[src/rtl/rtc_timekeeper_if.sv]
// Control and time-display bundle between the clock front panel logic and the RTC.
// The master drives run/set/alarm controls; the slave (timekeeper) returns the time fields.
interface rtc_timekeeper_if;
  logic       run;
  logic       set_en;
  logic [1:0] set_sel;
  logic       set_inc;
  logic       mode_12h;
  logic       alarm_en;
  logic [4:0] alarm_hour;
  logic [5:0] alarm_min;
  logic [5:0] sec;
  logic [5:0] min;
  logic [4:0] hour;
  logic       pm;
  logic       tick_1hz;
  logic       alarm_hit;

  modport master (
    output run, set_en, set_sel, set_inc, mode_12h, alarm_en, alarm_hour, alarm_min,
    input  sec, min, hour, pm, tick_1hz, alarm_hit
  );

  modport slave (
    input  run, set_en, set_sel, set_inc, mode_12h, alarm_en, alarm_hour, alarm_min,
    output sec, min, hour, pm, tick_1hz, alarm_hit
  );
endinterface

[src/rtl/rtc_timekeeper.sv]
// HH:MM:SS time-of-day counter with 1 Hz prescaler, field-wise setting,
// 12/24 h display mapping and an hour:minute alarm.
module rtc_timekeeper #(
  parameter int TICK_DIV = 65536,
  parameter int DIV_W    = 16
) (
  input  logic              clock,
  input  logic              reset,
  rtc_timekeeper_if.slave   bus
);

  localparam logic [DIV_W-1:0] PRESC_LAST = DIV_W'(TICK_DIV - 1);

  logic [DIV_W-1:0] presc;
  logic [5:0]       sec_q;
  logic [5:0]       min_q;
  logic [4:0]       hour_q;
  logic             tick_q;
  logic             alarm_q;

  logic             tick;
  logic             sec_wrap;
  logic             min_wrap;
  logic [5:0]       sec_inc;
  logic [5:0]       min_inc;
  logic [4:0]       hour_inc;
  logic [5:0]       min_next;
  logic [4:0]       hour_next;
  logic             alarm_match;
  logic [4:0]       hour_disp;

  // Per-field increments are shared by the tick carry chain and the set path.
  always_comb begin
    tick        = bus.run && !bus.set_en && (presc == PRESC_LAST);
    sec_wrap    = (sec_q == 6'd59);
    min_wrap    = (min_q == 6'd59);
    sec_inc     = sec_wrap ? 6'd0 : sec_q + 6'd1;
    min_inc     = min_wrap ? 6'd0 : min_q + 6'd1;
    hour_inc    = (hour_q == 5'd23) ? 5'd0 : hour_q + 5'd1;
    min_next    = sec_wrap ? min_inc : min_q;
    hour_next   = (sec_wrap && min_wrap) ? hour_inc : hour_q;
    alarm_match = bus.alarm_en && sec_wrap && (min_next == bus.alarm_min) &&
                  (hour_next == bus.alarm_hour);
  end

  always_ff @(posedge clock or negedge reset) begin
    if (!reset) begin
      presc   <= '0;
      sec_q   <= '0;
      min_q   <= '0;
      hour_q  <= '0;
      tick_q  <= 1'b0;
      alarm_q <= 1'b0;
    end else begin
      tick_q  <= tick;
      alarm_q <= tick && alarm_match;
      if (bus.set_en) begin
        presc <= '0;
        if (bus.set_inc) begin
          case (bus.set_sel)
            2'd0:    sec_q  <= sec_inc;
            2'd1:    min_q  <= min_inc;
            2'd2:    hour_q <= hour_inc;
            default: ;
          endcase
        end
      end else if (bus.run) begin
        if (tick) begin
          presc  <= '0;
          sec_q  <= sec_inc;
          min_q  <= min_next;
          hour_q <= hour_next;
        end else begin
          presc <= presc + DIV_W'(1);
        end
      end
    end
  end

  // Display hour is purely combinational so a mode change shows immediately.
  always_comb begin
    hour_disp = hour_q;
    if (bus.mode_12h) begin
      if (hour_q == 5'd0)
        hour_disp = 5'd12;
      else if (hour_q > 5'd12)
        hour_disp = hour_q - 5'd12;
    end
  end

  assign bus.sec       = sec_q;
  assign bus.min       = min_q;
  assign bus.hour      = hour_disp;
  assign bus.pm        = (hour_q >= 5'd12);
  assign bus.tick_1hz  = tick_q;
  assign bus.alarm_hit = alarm_q;

endmodule

[src/flat_wrapper.sv]
// flat-port wrapper written by rule: the top's interface ports become plain ports
module rtc_timekeeper_flat 
#(
  parameter int TICK_DIV = 65536,
  parameter int DIV_W    = 16
)
  (clock, reset, bus_run, bus_set_en, bus_set_sel, bus_set_inc, bus_mode_12h, bus_alarm_en, bus_alarm_hour, bus_alarm_min, bus_sec, bus_min, bus_hour, bus_pm, bus_tick_1hz, bus_alarm_hit);
  rtc_timekeeper_if bus_i ();
  input  logic clock;
  input  logic reset;
  input wire logic [$bits(bus_i.run)-1:0] bus_run;
  input wire logic [$bits(bus_i.set_en)-1:0] bus_set_en;
  input wire logic [$bits(bus_i.set_sel)-1:0] bus_set_sel;
  input wire logic [$bits(bus_i.set_inc)-1:0] bus_set_inc;
  input wire logic [$bits(bus_i.mode_12h)-1:0] bus_mode_12h;
  input wire logic [$bits(bus_i.alarm_en)-1:0] bus_alarm_en;
  input wire logic [$bits(bus_i.alarm_hour)-1:0] bus_alarm_hour;
  input wire logic [$bits(bus_i.alarm_min)-1:0] bus_alarm_min;
  output wire logic [$bits(bus_i.sec)-1:0] bus_sec;
  output wire logic [$bits(bus_i.min)-1:0] bus_min;
  output wire logic [$bits(bus_i.hour)-1:0] bus_hour;
  output wire logic [$bits(bus_i.pm)-1:0] bus_pm;
  output wire logic [$bits(bus_i.tick_1hz)-1:0] bus_tick_1hz;
  output wire logic [$bits(bus_i.alarm_hit)-1:0] bus_alarm_hit;
  assign bus_i.run = bus_run;
  assign bus_i.set_en = bus_set_en;
  assign bus_i.set_sel = bus_set_sel;
  assign bus_i.set_inc = bus_set_inc;
  assign bus_i.mode_12h = bus_mode_12h;
  assign bus_i.alarm_en = bus_alarm_en;
  assign bus_i.alarm_hour = bus_alarm_hour;
  assign bus_i.alarm_min = bus_alarm_min;
  assign bus_sec = bus_i.sec;
  assign bus_min = bus_i.min;
  assign bus_hour = bus_i.hour;
  assign bus_pm = bus_i.pm;
  assign bus_tick_1hz = bus_i.tick_1hz;
  assign bus_alarm_hit = bus_i.alarm_hit;
  rtc_timekeeper #(.TICK_DIV(TICK_DIV), .DIV_W(DIV_W)) u_core (.clock(clock), .reset(reset), .bus(bus_i));
endmodule
[config.mk]
export PLATFORM = sky130hd
export DESIGN_NAME = rtc_timekeeper_flat
export DESIGN_NICKNAME = d
export VERILOG_FILES = /design/src/rtl/rtc_timekeeper_if.sv /design/src/rtl/rtc_timekeeper.sv /design/src/flat_wrapper.sv
export SDC_FILE = /design/constraint.sdc
export NUM_CORES = 1
export LEC_CHECK = 0
export ABC_AREA = 1
export CORE_MARGIN = 2
export CORE_UTILIZATION = 55
export DETAILED_ROUTE_END_ITERATION = 6
export PLACE_DENSITY = 0.88
export SYNTH_ARGS = -nofsm -noshare
export SYNTH_HDL_FRONTEND = slang
export SYNTH_SLANG_ARGS = --single-unit
[constraint.sdc]
create_clock -name clock -period 3.7 [get_ports clock]
set_clock_uncertainty 0.2 [all_clocks]
set_input_delay 0.74 -clock clock [delete_from_list [all_inputs] [get_ports clock]]
set_output_delay 0.74 -clock clock [all_outputs]
set_load 0.03 [all_outputs]
==> results.sh <==
export IMPL_cts_reportedPaths_clkPinSlew_ns=0.07
export IMPL_drt_iter0_drc=248
export IMPL_max_freq_mhz=294
export IMPL_synth_warnings=0
export IMPL_layout_drive_gt1_share=0.0894
export IMPL_layout_common_cells="100 x nand2_1, 51 x inv_1, 39 x clkdlybuf4s50_1"
export IMPL_yosys_top_cells_area="dfrtp_1 33%, nand2_1 14%, inv_1 7.1%, nand3_1 6.5%, o21ai_0 5.2%"
export IMPL_root_buffer="clkbuf_8"
export IMPL_cts_hold_buf=0
export IMPL_syn_area_per_cell_sq_um=6.86
export IMPL_worst_pin_slew_ns=0.647
export IMPL_globalplace_congestion=0.858
export IMPL_whs_ns=0.335
export IMPL_final_common_cell="nand2_1"
export IMPL_grt_max_degree=36
export IMPL_rows=25
export IMPL_synth_cell_types=40
export IMPL_die_area_sq_mm=0.00545
export IMPL_gr_usage_all_layers=0.259
export IMPL_hold_viol=0
export IMPL_antenna_found_initial=0
export IMPL_via_count=2739
export IMPL_cts_tree="yes"
export IMPL_synthCells=391
export IMPL_routed_via_density=5.45
export IMPL_core_area_sq_mm=0.00472
export IMPL_wl_per_cell_um=12.9
export IMPL_fin_crit_ns=3.40
export IMPL_cts_htree_levels=2
export IMPL_crit_arrival_ns=2.46
export IMPL_start_util=0.568
export IMPL_areaGrowthSynthToFinish_pct=21.9
export IMPL_wirelength_um=6460
export IMPL_netlist_area_sq_mm=0.00268
export IMPL_grt_setup_unrepaired="no"
export IMPL_hp_class="reg2reg"
export IMPL_drc=0
export IMPL_antenna_cells=0
export IMPL_grt_pass1_vias=2475
export IMPL_yosysTopAreaCell="dfrtp_1"
export IMPL_hpwl_um=4800
export IMPL_die_w_um=73.8
export IMPL_power_density_mw_per_mm2=538
export IMPL_drv_slew=0
export IMPL_finalSetupTns_ns=0
export IMPL_cts_resized_gates=0
export IMPL_cap_viol_max_count=0
export IMPL_finalCritPeriodShare=0.919
export IMPL_critPathKind="in2out"
export IMPL_status="complete, no violations"
export IMPL_synth_fp_nets=419
export IMPL_startpoint_type="primary input"
export IMPL_clkSinkCount=35
export IMPL_clk_latency_ns=0.30
export IMPL_leakage_uw=0.00149
export IMPL_cp_required_ns=2.76
export IMPL_synth_seq_cells=35
export IMPL_ant_nets=0
export IMPL_end_kind="output pin"
export IMPL_grt_pass1_wl_um=10900
export IMPL_clock_tree_buffer_depth=2
export IMPL_port_buffer_count=39
export IMPL_ir_worst_vdd_mv=0.440
export IMPL_cts_buffers=5
export IMPL_setup_viol=0
export IMPL_synth_top_area_share=0.326
export IMPL_crit_fanout=5
export IMPL_overflow=0
export IMPL_max_slew_margin_rel=0.567
export IMPL_post_cts_setup_buffers=0
export IMPL_seq_area_frac_synth=0.326
export IMPL_die_h_um=73.8
export IMPL_ioPinCount=40
export IMPL_firstDrtPassIters=6
export IMPL_nets=463
kinds of logic after synthesis:
| kind of cell | Yosys count | synth area share |
|---|---|---|
| AOI/OAI and AO/OA | 61 | 0.135 |
| xor gates and xnor gates | 12 | 0.0392 |
| adders and majority gates | 8 | 0.0373 |
| buffers and inverters | 62 | 0.0919 |
| DFF | 35 | 0.326 |
| and+or+nand+nor | 213 | 0.370 |
flip-flops by register name, summed over array words and instances, names as in the netlist:
name                  count
u_core.bus.min            6
u_core.bus.alarm_hit      1
u_core.presc             16
u_core.bus.tick_1hz       1
u_core.hour_q             5
u_core.bus.sec            6
cells in the mapped netlist, drive strengths merged:
library cell and instances:
nand4 8, a22o 1, dfrtp 35, o22ai 6, clkbuf 4, o21ai 32
a2bb2oi 1, nor2 42, xnor2 1, o31ai 1, o21bai 1, inv 55
buf 3, nand3 37, nand2 108, nand3b 5, xor2 11, nor4 2
a32o 1, or2 1, ha 8, a2111oi 1, nor3 9, o211ai 8
nor3b 1, a31oi 1, a21oi 8
report_power, final:
group | total, uW | internal [uW] | switching (uW) | leakage [uW]
registers | 573 | 457 | 116 | 0.000454
clock network | 360 | 204 | 156 | 0.0000587
logic | 826 | 328 | 499 | 0.000977
stage by stage:
stage               cells  setup slack, ns  total power (uW)   util  area (sq um)
CTS                   503            0.310              1770  0.692          3270
global route          503            0.241              1890  0.692          3270
global placement      495            0.322              1370  0.668          3150
finish                503            0.301              1760  0.692          3270
detailed placement    495            0.326              1400  0.668          3150
floorplan             391            0.332              1120      -          2680
layout make-up:
type / count / area [sq um]
clock buffer: 5 / 68.8
clock inverter: 3 / 47.5
fill: 398 / 1450
inverter: 55 / 206
multi-input combinational: 294 / 1560
sequential: 35 / 876
tap: 67 / 83.8
timing repair buffer: 44 / 428
path summary, 6_finish.rpt:
check	from	endpoint	slack [ns]	cells past startpoint
max in group asynchronous	reset	u_core.presc[3]	2.32	2
worst min register to register	u_core.presc[0]	u_core.presc[0]	0.34	1
worst max register to register	u_core.presc[0]	u_core.presc[13]	1.53	8
worst min-delay path	u_core.presc[0]	u_core.presc[0]	0.34	1
worst max-delay path	bus_mode_12h	bus_hour[4]	0.30	5
min in group asynchronous	reset	u_core.bus.sec[1]	0.65	2
routing by layer:
layer,GRT usage,share of wire,vias up
met4,0.0869,0.021,0
met1,0.337,0.44,1242
met2,0.434,0.48,106
li1,-,-,1378
met3,0.0480,0.053,13
met5,0,0,-
worst max-delay path: stages:
cell and delay (ns):
clkdlybuf4s50_1 0.47, nand4_1 0.12, inv_1 0.09, a2111oi_0 0.30, clkdlybuf4s50_1 0.74
Power figures use the tool's default switching activity.
